`src/rtl/db_event_arbiter.sv`:
```
// Round-robin arbiter that merges debounced tick pulses into one valid/ready event stream.
// Optional sticky per-channel overflow flags are built when DB_EVENT_ARB_OVF_EN is defined.
module db_event_arbiter #(
    parameter  int NUM_CH = 4,
    localparam int ID_W   = $clog2(NUM_CH)
) (
    input  logic              clk_i,
    input  logic              rst_ni,
    input  logic [NUM_CH-1:0] tick_i,
    input  logic              evt_ready_i,
`ifdef DB_EVENT_ARB_OVF_EN
    input  logic              ovf_clr_i,
    output logic [NUM_CH-1:0] ovf_o,
`endif
    output logic              evt_valid_o,
    output logic [ID_W-1:0]   evt_id_o,
    output logic [NUM_CH-1:0] evt_pend_o
);

    localparam int CW = ID_W + 1;

    typedef enum logic {IDLE, FULL} state_e;

    state_e            state_q, state_d;
    logic [NUM_CH-1:0] pend_q, pend_d, grant_oh;
    logic [ID_W-1:0]   last_q, last_d, id_q, id_d, rr_id;
    logic [CW-1:0]     cand;
    logic              rr_hit, slot_free;

    // Scan downward so the closest pending channel after last_q is the final one written.
    always_comb begin
        rr_hit = 1'b0;
        rr_id  = '0;
        cand   = '0;
        for (int i = NUM_CH; i >= 1; i--) begin
            cand = {1'b0, last_q} + CW'(i);
            if (cand >= CW'(NUM_CH)) cand = cand - CW'(NUM_CH);
            if (pend_q[cand[ID_W-1:0]]) begin
                rr_hit = 1'b1;
                rr_id  = cand[ID_W-1:0];
            end
        end
    end

    always_comb begin
        state_d   = state_q;
        id_d      = id_q;
        last_d    = last_q;
        grant_oh  = '0;
        slot_free = (state_q == IDLE) || evt_ready_i;
        if (slot_free) begin
            if (rr_hit) begin
                state_d         = FULL;
                id_d            = rr_id;
                last_d          = rr_id;
                grant_oh[rr_id] = 1'b1;
            end else begin
                state_d = IDLE;
            end
        end
        // A new tick wins over a same-edge grant so it is never lost.
        pend_d = (pend_q & ~grant_oh) | tick_i;
    end

    always_ff @(posedge clk_i or negedge rst_ni) begin
        if (!rst_ni) begin
            state_q <= IDLE;
            pend_q  <= '0;
            id_q    <= '0;
            last_q  <= ID_W'(NUM_CH - 1);
        end else begin
            state_q <= state_d;
            pend_q  <= pend_d;
            id_q    <= id_d;
            last_q  <= last_d;
        end
    end

    assign evt_valid_o = (state_q == FULL);
    assign evt_id_o    = id_q;
    assign evt_pend_o  = pend_q;

`ifdef DB_EVENT_ARB_OVF_EN
    logic [NUM_CH-1:0] ovf_q;

    always_ff @(posedge clk_i or negedge rst_ni) begin
        if (!rst_ni) begin
            ovf_q <= '0;
        end else begin
            ovf_q <= (ovf_clr_i ? '0 : ovf_q) | (tick_i & pend_q & ~grant_oh);
        end
    end

    assign ovf_o = ovf_q;
`endif

endmodule

```
`config.mk`:
```
export PLATFORM = sky130hd
export DESIGN_NAME = db_event_arbiter
export DESIGN_NICKNAME = d
export VERILOG_FILES = /design/src/rtl/db_event_arbiter.sv
export SDC_FILE = /design/constraint.sdc
export NUM_CORES = 1
export LEC_CHECK = 0
export CAP_MARGIN = 30
export CORE_MARGIN = 2
export CORE_UTILIZATION = 35
export CTS_BUF_LIST = sky130_fd_sc_hd__clkbuf_16
export CTS_CLUSTER_SIZE = 8
export DETAILED_ROUTE_END_ITERATION = 16
export PLACE_DENSITY = 0.66
export SLEW_MARGIN = 10
export SYNTH_ARGS = -nofsm -noshare
export SYNTH_HDL_FRONTEND = slang
export SYNTH_SLANG_ARGS = --single-unit
```
`constraint.sdc`:
```
create_clock -name clk_i -period 4.3 [get_ports clk_i]
set_input_delay 0.43 -clock clk_i [delete_from_list [all_inputs] [get_ports clk_i]]
set_output_delay 0.43 -clock clk_i [all_outputs]
set_load 0.01 [all_outputs]
```
==> impl_metrics.toml, run 1 <==
[sta]
min_period_ns = 1.74
hold_violations = 0
fin_crit_sh_pct = 40.5
slew_violations = 0
fin_setup_tns_ns = 0
fmax_mhz = 574
skew_ns = 0.000676
rsz0062_at_grt = "false"
setup_viol = 0
slew_headroom_pct = 43.2
tightest_slew_ns = 0.839

[worst_setup_path]
crit_family = "buffers and inverters"
criticalPathCategory = "register to primary output"
reg2reg_slack_ns = 2.66
timing.critical_path.cells = "clkdlybuf4s50_1"
crit_path_end_kind = "primary output"
start_kind = "register"
crit_buf_inv = 1
cp_data_required_time_ns = 3.87
cp_slowest_cell = "clkdlybuf4s50_1"
max_stage_delay_ns = 0.60
crit_fanout = 7
cp.arrival_ns = 1.31

[die]
rows = 13
boundaryPins = 14
coreArea_um2 = 1250
initial_core_util_pct = 36.5
dieArea_um2 = 1610
die_height_um = 40.1
die_w_um = 40.1

[run]
maxCapViolCount = 0

[drt]
avgRoutedWirePerCell_um = 13.9
dr.pass1.iters = 4
routed_wl_um = 987
dr_total_vias = 377
ant_nets = 0
drc = 0
via_per_inst = 5.31
first_iter_violations = 3

[placed_design]
dpl-instance-area_um2 = 606
gp_congestion = 0.691
place_inst = 67
post-dp-hpwl_um = 663
port_buffers = 13

[grt]
grt_use_total_pct = 16.7
gr-total-overflow = 0
antenna_found_initial = 0
grt_pass1_wl_um = 1660
grt_max_degree = 10
grt_pass1_vias = 365

[synth]
synth.distinct_cells = 23
yosysWarnings = 0
syn_area_per_cell_um2 = 11.7
yosysSeqAreaShare_pct = 49.9
netlist_instances = 39
synth_area_um2 = 457
syn_nets = 46
ys_seq_elements = 9

[power_and_ir_drop]
p_sw_uw = 190
p_total_uw = 568
p_comb_share_pct = 38.8
p_per_area_nw_per_um2 = 829
p_sw_share_pct = 33.5
internal_power_uw = 377
ir_worst_vdd_mv = 0.422
seqPwrFrac_pct = 32.9
clkPwrFrac_pct = 28.4
p_leak_nw = 0.279

[outcome]
outcome = "finished clean"

[clock_network]
cts-htree-levels = 1
cts.sinks = 9
clock_path_buffers = 2
cts_root_buf = "clkbuf_16"
clkSlewWorstSetupHoldPaths_ns = 0.04
post_cts_resized = 0
cts_buffers = 3
cts_tree = "yes"
clock_latency_ns = 0.23
post_cts_buffers = 0
cts_hold_buf = 0

[hold_path]
hold_path_class = "register to register"

[final_layout]
antenna_cells = 0
layout.nets = 64
fin_area_um2 = 684
syn_to_final_growth_pct = 49.9
layout-drive-gt1-share_pct = 25.0
final_cells = 71
-- layout by cell type (no fill, tap or decap) --
| cell type | instances |
|---|---|
| dfrtp_1 | 7 |
| o22a_1 | 1 |
| o21ai_1 | 1 |
| or3b_1 | 1 |
| a31oi_1 | 1 |
| and2b_2 | 2 |
| clkdlybuf4s50_1 | 13 |
| a21o_2 | 1 |
| nor2_1 | 6 |
| nand3_1 | 1 |
| nand2b_1 | 2 |
| clkbuf_16 | 3 |
| o221ai_2 | 1 |
| o22a_2 | 1 |
| or2b_1 | 1 |
| dfstp_2 | 2 |
| o311ai_1 | 1 |
| o41ai_4 | 1 |
| o21ai_0 | 1 |
| nor3_1 | 1 |
| or3_1 | 1 |
| mux2_2 | 2 |
| inv_1 | 1 |
| a21oi_1 | 1 |
| or2_2 | 1 |
| a21o_1 | 2 |
-- area by class of cell --
type	instances	area [um2]
fillers	101	568
multi-input cells	30	229
flip-flops and latches	9	228
repair buffers	13	130
clock buffers	3	75.1
well taps	15	18.8
clock inverters	1	3.75
-- logic make-up (layout without fill, tap and decap cells) --
logic type	count (synthesis)	after routing	synth area share [%]
flops	9	9	49.9
simple gates	16	16	20.0
compound gates	12	12	25.2
mux	2	2	4.93
buf+inv	0	17	0
-- final timing paths --
kind,startpoint,end,depth (start not counted)
min in group asynchronous,rst_ni,evt_pend_o[0]$_DFF_PN0_,1
hold reg to reg,evt_id_o[1]$_DFFE_PN0P_,evt_id_o[1]$_DFFE_PN0P_,1
setup / recovery,evt_pend_o[0]$_DFF_PN0_,evt_pend_o[0],1
setup reg to reg,evt_pend_o[1]$_DFF_PN0_,evt_id_o[0]$_DFFE_PN0P_,3
hold / removal,evt_id_o[1]$_DFFE_PN0P_,evt_id_o[1]$_DFFE_PN0P_,1
max in group asynchronous,rst_ni,last_q[1]$_DFFE_PN1P_,1
-- Yosys cell counts --
master | instances | area share, %
nor2_1 | 6 | 4.9
nand2b_1 | 2 | 2.7
o22a_1 | 1 | 1.9
o221ai_2 | 1 | 3.3
nand3_1 | 1 | 1.1
a21o_2 | 1 | 1.9
nor3_1 | 1 | 1.1
o21ai_0 | 1 | 1.1
a21oi_1 | 1 | 1.1
mux2_2 | 2 | 4.9
and2b_2 | 2 | 3.8
or3_1 | 1 | 1.4
o311ai_1 | 1 | 1.9
or3b_1 | 1 | 1.9
dfstp_2 | 2 | 12
or2_2 | 1 | 1.4
a21o_1 | 2 | 3.3
or2b_1 | 1 | 1.6
a31oi_1 | 1 | 1.4
o21ai_1 | 1 | 1.1
o22a_2 | 1 | 2.2
dfrtp_1 | 7 | 38
o41ai_4 | 1 | 6.0
-- routing by layer --
metal / GRT usage, % / up-vias / part of all wire, %
met5: 0 / - / 0
met4: 15.5 / 0 / 4.6
met3: 4.44 / 4 / 4.4
met2: 22.6 / 10 / 45
met1: 21.1 / 184 / 46
li1: - / 179 / -
-- registers in the layout, summed over array words and instances (netlist names) --
register	flops
evt_valid_o	1
evt_id_o	2
evt_pend_o	4
last_q	2
-- power groups by stage --
stage                     registers (mW)  clock network [mW]  logic, mW
after global placement             0.188                   0      0.218
after floorplan                    0.189                   0      0.121
final                              0.187               0.161      0.220
after global routing               0.196               0.166      0.237
after CTS                          0.187               0.163      0.223
after detailed placement           0.188                   0      0.220
-- through the flow --
stage	utilization [%]	hold WS (ns)	worst slack, ns
6_report	54.6	0.500	2.56
5_1_grt	54.6	0.519	2.52
4_1_cts	54.6	0.498	2.55
3_5_place_dp	48.4	0.464	2.44
3_3_place_gp	48.4	0.461	2.45
2_1_floorplan	-	0.134	2.77
-- worst reg2reg max path, stage by stage (launching register included) --
cell and delay, ns:
dfrtp_1 0.48, nor2_1 0.10, o311ai_1 0.71, mux2_2 0.28
Power figures use the tool's default switching activity.
==> run 2: changes to the inputs <==
PLACE_DENSITY = 0.68   (was 0.66)
clock period = 1.5 ns   (was 4.3 ns; I/O delays follow)
==> impl_metrics.toml, run 2 (synthesized netlist as in run 1, its figures left out) <==
[outcome]
outcome = "finished with violations"
violations = "negative setup slack"

[drt]
avgRoutedWirePerCell_um = 15.2
ant_nets = 0
first_iter_violations = 7
routed_wl_um = 1300
dr.pass1.iters = 3
dr_total_vias = 432
via_per_inst = 5.08
drc = 0

[sta]
slew_headroom_pct = 72.1
fmax_mhz = 633
skew_ns = 0.000598
tightest_slew_ns = 0.417
worst_slack_ns = -0.0789
hold_ws_ns = 0.216
rsz0062_at_grt = "true"
setup_viol = 9
slew_violations = 0
hold_violations = 0
min_period_ns = 1.58
fin_crit_sh_pct = 105

[power_and_ir_drop]
p_leak_nw = 0.361
seqPwrFrac_pct = 24.7
p_sw_share_pct = 33.8
p_sw_uw = 711
p_comb_share_pct = 54.0
internal_power_mw = 1.40
clkPwrFrac_pct = 21.3
p_per_area_nw_per_um2 = 2460
ir_worst_vdd_mv = 1.36

[die]
coreArea_um2 = 1250
die_height_um = 40.1
rows = 13
boundaryPins = 14
initial_core_util_pct = 36.5
dieArea_um2 = 1610
die_w_um = 40.1

[worst_setup_path]
crit_fanout = 3
start_kind = "register"
cp_data_required_time_ns = 1.61
criticalPathCategory = "register to register"
crit_path_end_kind = "register"
cp.arrival_ns = 1.69

[grt]
grt-busiest-layer = "met2"
gr-total-overflow = 0
grt_pass1_wl_um = 1920
antenna_found_initial = 0
grt_max_degree = 10
grtUsageMet1_pct = 22.2
grt_use_met3_pct = 3.89
met2_usage_pct = 32.3
grt_use_total_pct = 19.4
grt_pass1_vias = 442

[clock_network]
cts_buffers = 3
cts-htree-levels = 1
cts_root_buf = "clkbuf_16"
cts_tree = "yes"
clock_latency_ns = 0.23
clkSlewWorstSetupHoldPaths_ns = 0.04
clock_path_buffers = 2
cts.sinks = 9

[final_layout]
final_cell_mix = "12 x clkdlybuf4s50_1, 12 x buf_4, 5 x dfrtp_1, 4 x nor2_1, 3 x clkbuf_16"
fillCellCount = 84
largest_reg_flops = 4
layout.nets = 78
layout-drive-gt1-share_pct = 51.4
fin_area_um2 = 857
syn_to_final_growth_pct = 87.7
antenna_cells = 0
postLayoutCoreUtil_pct = 68.4

[placed_design]
port_buffers = 13
post-dp-hpwl_um = 832
gp_congestion = 0.732
dpl-instance-area_um2 = 681

[run]
maxCapViolCount = 0

[hold_path]
hold_path_class = "primary input to async pin"
## run 2: cell types whose count changed in the layout (fill, tap and decap cells not counted), sizes merged
cell / previous run / this run
clkdlybuf4s50: 13 / 12
dlymetal6s2s: 0 / 1
buf: 0 / 14
## run 2: stage by stage
step	power (mW)	setup slack, ns	cells	TNS (ns)
after floorplan	0.891	-0.0290	39	-0.0290
after global placement	1.33	-0.0614	77	-0.120
after detailed placement	1.35	-0.0594	77	-0.186
after CTS	2.04	-0.0734	85	-0.194
after global routing	2.22	-0.127	85	-0.855
final	2.11	-0.0789	85	-0.372
## run 2: layout make-up
cell class | count | area, um2 | share of cell area (%)
multi-input cells | 30 | 284 | 33.1
clock inverters | 1 | 3.75 | 0.438
repair buffers | 27 | 245 | 28.6
clock buffers | 3 | 75.1 | 8.76
flip-flops and latches | 9 | 230 | 26.9
well taps | 15 | 18.8 | 2.19
## run 2: path summary, 6_finish.rpt
kind                                          from                      end  slack, ns  cells after the start
max in group asynchronous                   rst_ni    last_q[1]$_DFFE_PN1P_       0.97                      1
hold / removal                              rst_ni  evt_pend_o[0]$_DFF_PN0_       0.22                      1
setup reg to reg             last_q[0]$_DFFE_PN1P_  evt_pend_o[0]$_DFF_PN0_      -0.08                      4
min in group clk_i         evt_id_o[1]$_DFFE_PN0P_  evt_id_o[1]$_DFFE_PN0P_       0.48                      1
hold reg to reg            evt_id_o[1]$_DFFE_PN0P_  evt_id_o[1]$_DFFE_PN0P_       0.48                      1
setup / recovery             last_q[0]$_DFFE_PN1P_  evt_pend_o[0]$_DFF_PN0_      -0.08                      4
## run 2: power by group through the flow
stage          clock (mW)  sequential (mW)  combinational, mW
2_1_floorplan           0            0.543              0.348
6_report            0.449            0.520               1.14
5_1_grt             0.470            0.539               1.21
4_1_cts             0.457            0.511               1.08
3_5_place_dp            0            0.492              0.856
3_3_place_gp            0            0.489              0.846
## run 2: critical path, cell delays in order, from the launching register on
cell      delay, ns
dfstp_2        0.52
and2b_2        0.24
o221ai_4       0.17
or3b_1         0.38
o22a_1         0.16
## run 2: per-layer routing
layer | share of wire, % | routed length [um] | up-vias
met5 | 0 | 0 | -
met4 | 1.8 | 23 | 0
met3 | 2.7 | 35 | 4
met2 | 56 | 726 | 8
met1 | 39 | 510 | 208
li1 | - | - | 212
## run 2: what timing repair did
item | 4_1_cts | 5_1_grt
setup buffers | 4 | 0
hold buffers | 0 | 0
resized for setup | 10 | 5
pin swaps | 2 | 3
endpoints found under the setup margin | 10 | 10
==> run 3: changes to the inputs <==
CORE_AREA = 2 2 39 41   (was unset)
CORE_MARGIN = unset   (was 2)
CORE_UTILIZATION = unset   (was 35)
DIE_AREA = 0 0 41 43   (was unset)
PLACE_DENSITY = 0.67   (was 0.68)
==> impl_metrics.toml, run 3 (synthesized netlist as in run 1, its figures left out) <==
[worst_setup_path]
rr_endpoint = "evt_pend_o[0]$_DFF_PN0_"
crit_path_end_kind = "register"
crit_fanout = 4
start_kind = "register"
criticalPathCategory = "register to register"
reg2reg_slack_ns = -0.08
cp_data_required_time_ns = 1.62
r2r-start = "last_q[0]$_DFFE_PN1P_"
rr_worst_depth = 4
cp.arrival_ns = 1.70

[power_and_ir_drop]
seqPwrFrac_pct = 27.5
clkPwrFrac_pct = 23.8
ir_worst_vdd_mv = 0.874
p_leak_nw = 0.328
p_sw_uw = 671
p_per_area_nw_per_um2 = 2490
p_sw_share_pct = 34.0
p_comb_share_pct = 48.7
internal_power_mw = 1.30

[drt]
avgRoutedWirePerCell_um = 15.2
dr_total_vias = 431
drc = 0
ant_nets = 0
first_iter_violations = 7
dr.pass1.iters = 2
routed_wl_um = 1230
via_per_inst = 5.32

[final_layout]
final_cell_mix = "12 x clkdlybuf4s50_1, 9 x buf_4, 6 x nor2_1, 5 x dfrtp_1, 3 x clkbuf_16"
largest_reg_flops = 4
layout-drive-gt1-share_pct = 41.5
multiInputGateArea_um2 = 262
layout.nets = 73
fillCellCount = 119
mostFrequentLayoutCell = "clkdlybuf4s50_1"
syn_to_final_growth_pct = 73.2
antenna_cells = 0
seq_area_um2 = 230
final_cells = 81

[sta]
slew_violations = 0
fin_crit_sh_pct = 106
hold_violations = 0
setup_viol = 6
tightest_slew_ns = 0.425
slew_headroom_pct = 71.6
rsz0062_at_grt = "true"
fmax_mhz = 632
worst_slack_ns = -0.0828
skew_ns = 0.000871
fin_setup_tns_ns = -0.333
min_period_ns = 1.58

[hold_path]
hold_path_class = "primary input to async pin"

[outcome]
violations = "negative setup slack"
outcome = "finished with violations"

[clock_network]
cts_buffers = 3
cts_hold_buf = 0
cts.sinks = 9
cts-htree-levels = 1
cts_root_buf = "clkbuf_16"
clkSlewWorstSetupHoldPaths_ns = 0.04
clock_path_buffers = 2
clock_latency_ns = 0.24
cts_tree = "yes"

[grt]
antenna_found_initial = 0
grt_pass1_vias = 442
grt_use_total_pct = 18.3
grt_max_degree = 10
grt_pass1_wl_um = 2040
gr-total-overflow = 0

[placed_design]
post-dp-hpwl_um = 795
port_buffers = 13
gp_congestion = 0.741
place_inst = 72

[die]
boundaryPins = 14
die_w_um = 41
dieArea_um2 = 1760
initial_core_util_pct = 33.0
die_height_um = 43
rows = 14
coreArea_um2 = 1380

[run]
maxCapViolCount = 0
[run 3: worst max-delay path, stage by stage (launching register included)]
cell,delay [ns]
dfstp_2,0.53
and2b_2,0.24
o221ai_4,0.17
or3b_1,0.37
o22a_1,0.16
[run 3: per-layer routing]
metal	vias to the layer above	wire [um]	GRT usage, %
li1	202	-	-
met5	-	0	0
met3	4	18	3.14
met2	7	678	27.5
met4	0	36	14.0
met1	218	496	21.7
[run 3: worst max-delay path by stage]
stage	from	to	slack, ns	cells past startpoint
final	last_q[0]$_DFFE_PN1P_	evt_pend_o[0]$_DFF_PN0_	-0.08	4
after floorplan	last_q[0]$_DFFE_PN1P_	evt_pend_o[0]$_DFF_PN0_	-0.03	4
after CTS	last_q[0]$_DFFE_PN1P_	evt_pend_o[0]$_DFF_PN0_	-0.1	4
after global routing	last_q[0]$_DFFE_PN1P_	evt_pend_o[0]$_DFF_PN0_	-0.15	4
after global placement	last_q[0]$_DFFE_PN1P_	evt_pend_o[0]$_DFF_PN0_	-0.08	4
after detailed placement	last_q[0]$_DFFE_PN1P_	evt_id_o[0]$_DFFE_PN0P_	-0.1	4
[run 3: repair_timing]
item	CTS	global route
pin swaps	2	0
buffers inserted	3	2
resized for setup	4	4
endpoints found under the hold margin	0	0
setup endpoints to repair	7	10
[run 3: final cells by class]
cell class              count  area share [%]
flip-flops and latches      9            29.1
well taps                  16            2.53
repair buffers             22            25.3
clock buffers               3            9.49
multi-input cells          30            33.1
clock inverters             1           0.475
[run 3: power groups by stage]
stage	Sequential [mW]	Clock, mW	Combinational (mW)
2_1_floorplan	0.543	0	0.348
3_3_place_gp	0.516	0	0.695
3_5_place_dp	0.524	0	0.702
4_1_cts	0.538	0.473	0.868
5_1_grt	0.557	0.487	1.04
6_report	0.543	0.468	0.960
[run 3: through the flow]
step           setup WS, ns  power [mW]  hold slack [ns]  util (%)  instance area [um2]
3_5_place_dp        -0.0963        1.23            0.464      46.0                  637
5_1_grt              -0.153        2.08            0.254      57.1                  791
4_1_cts             -0.0960        1.88            0.231      55.0                  761
2_1_floorplan       -0.0290       0.891           -0.146         -                  457
3_3_place_gp        -0.0766        1.21            0.461      46.0                  637
6_report            -0.0828        1.97            0.222      57.1                  791
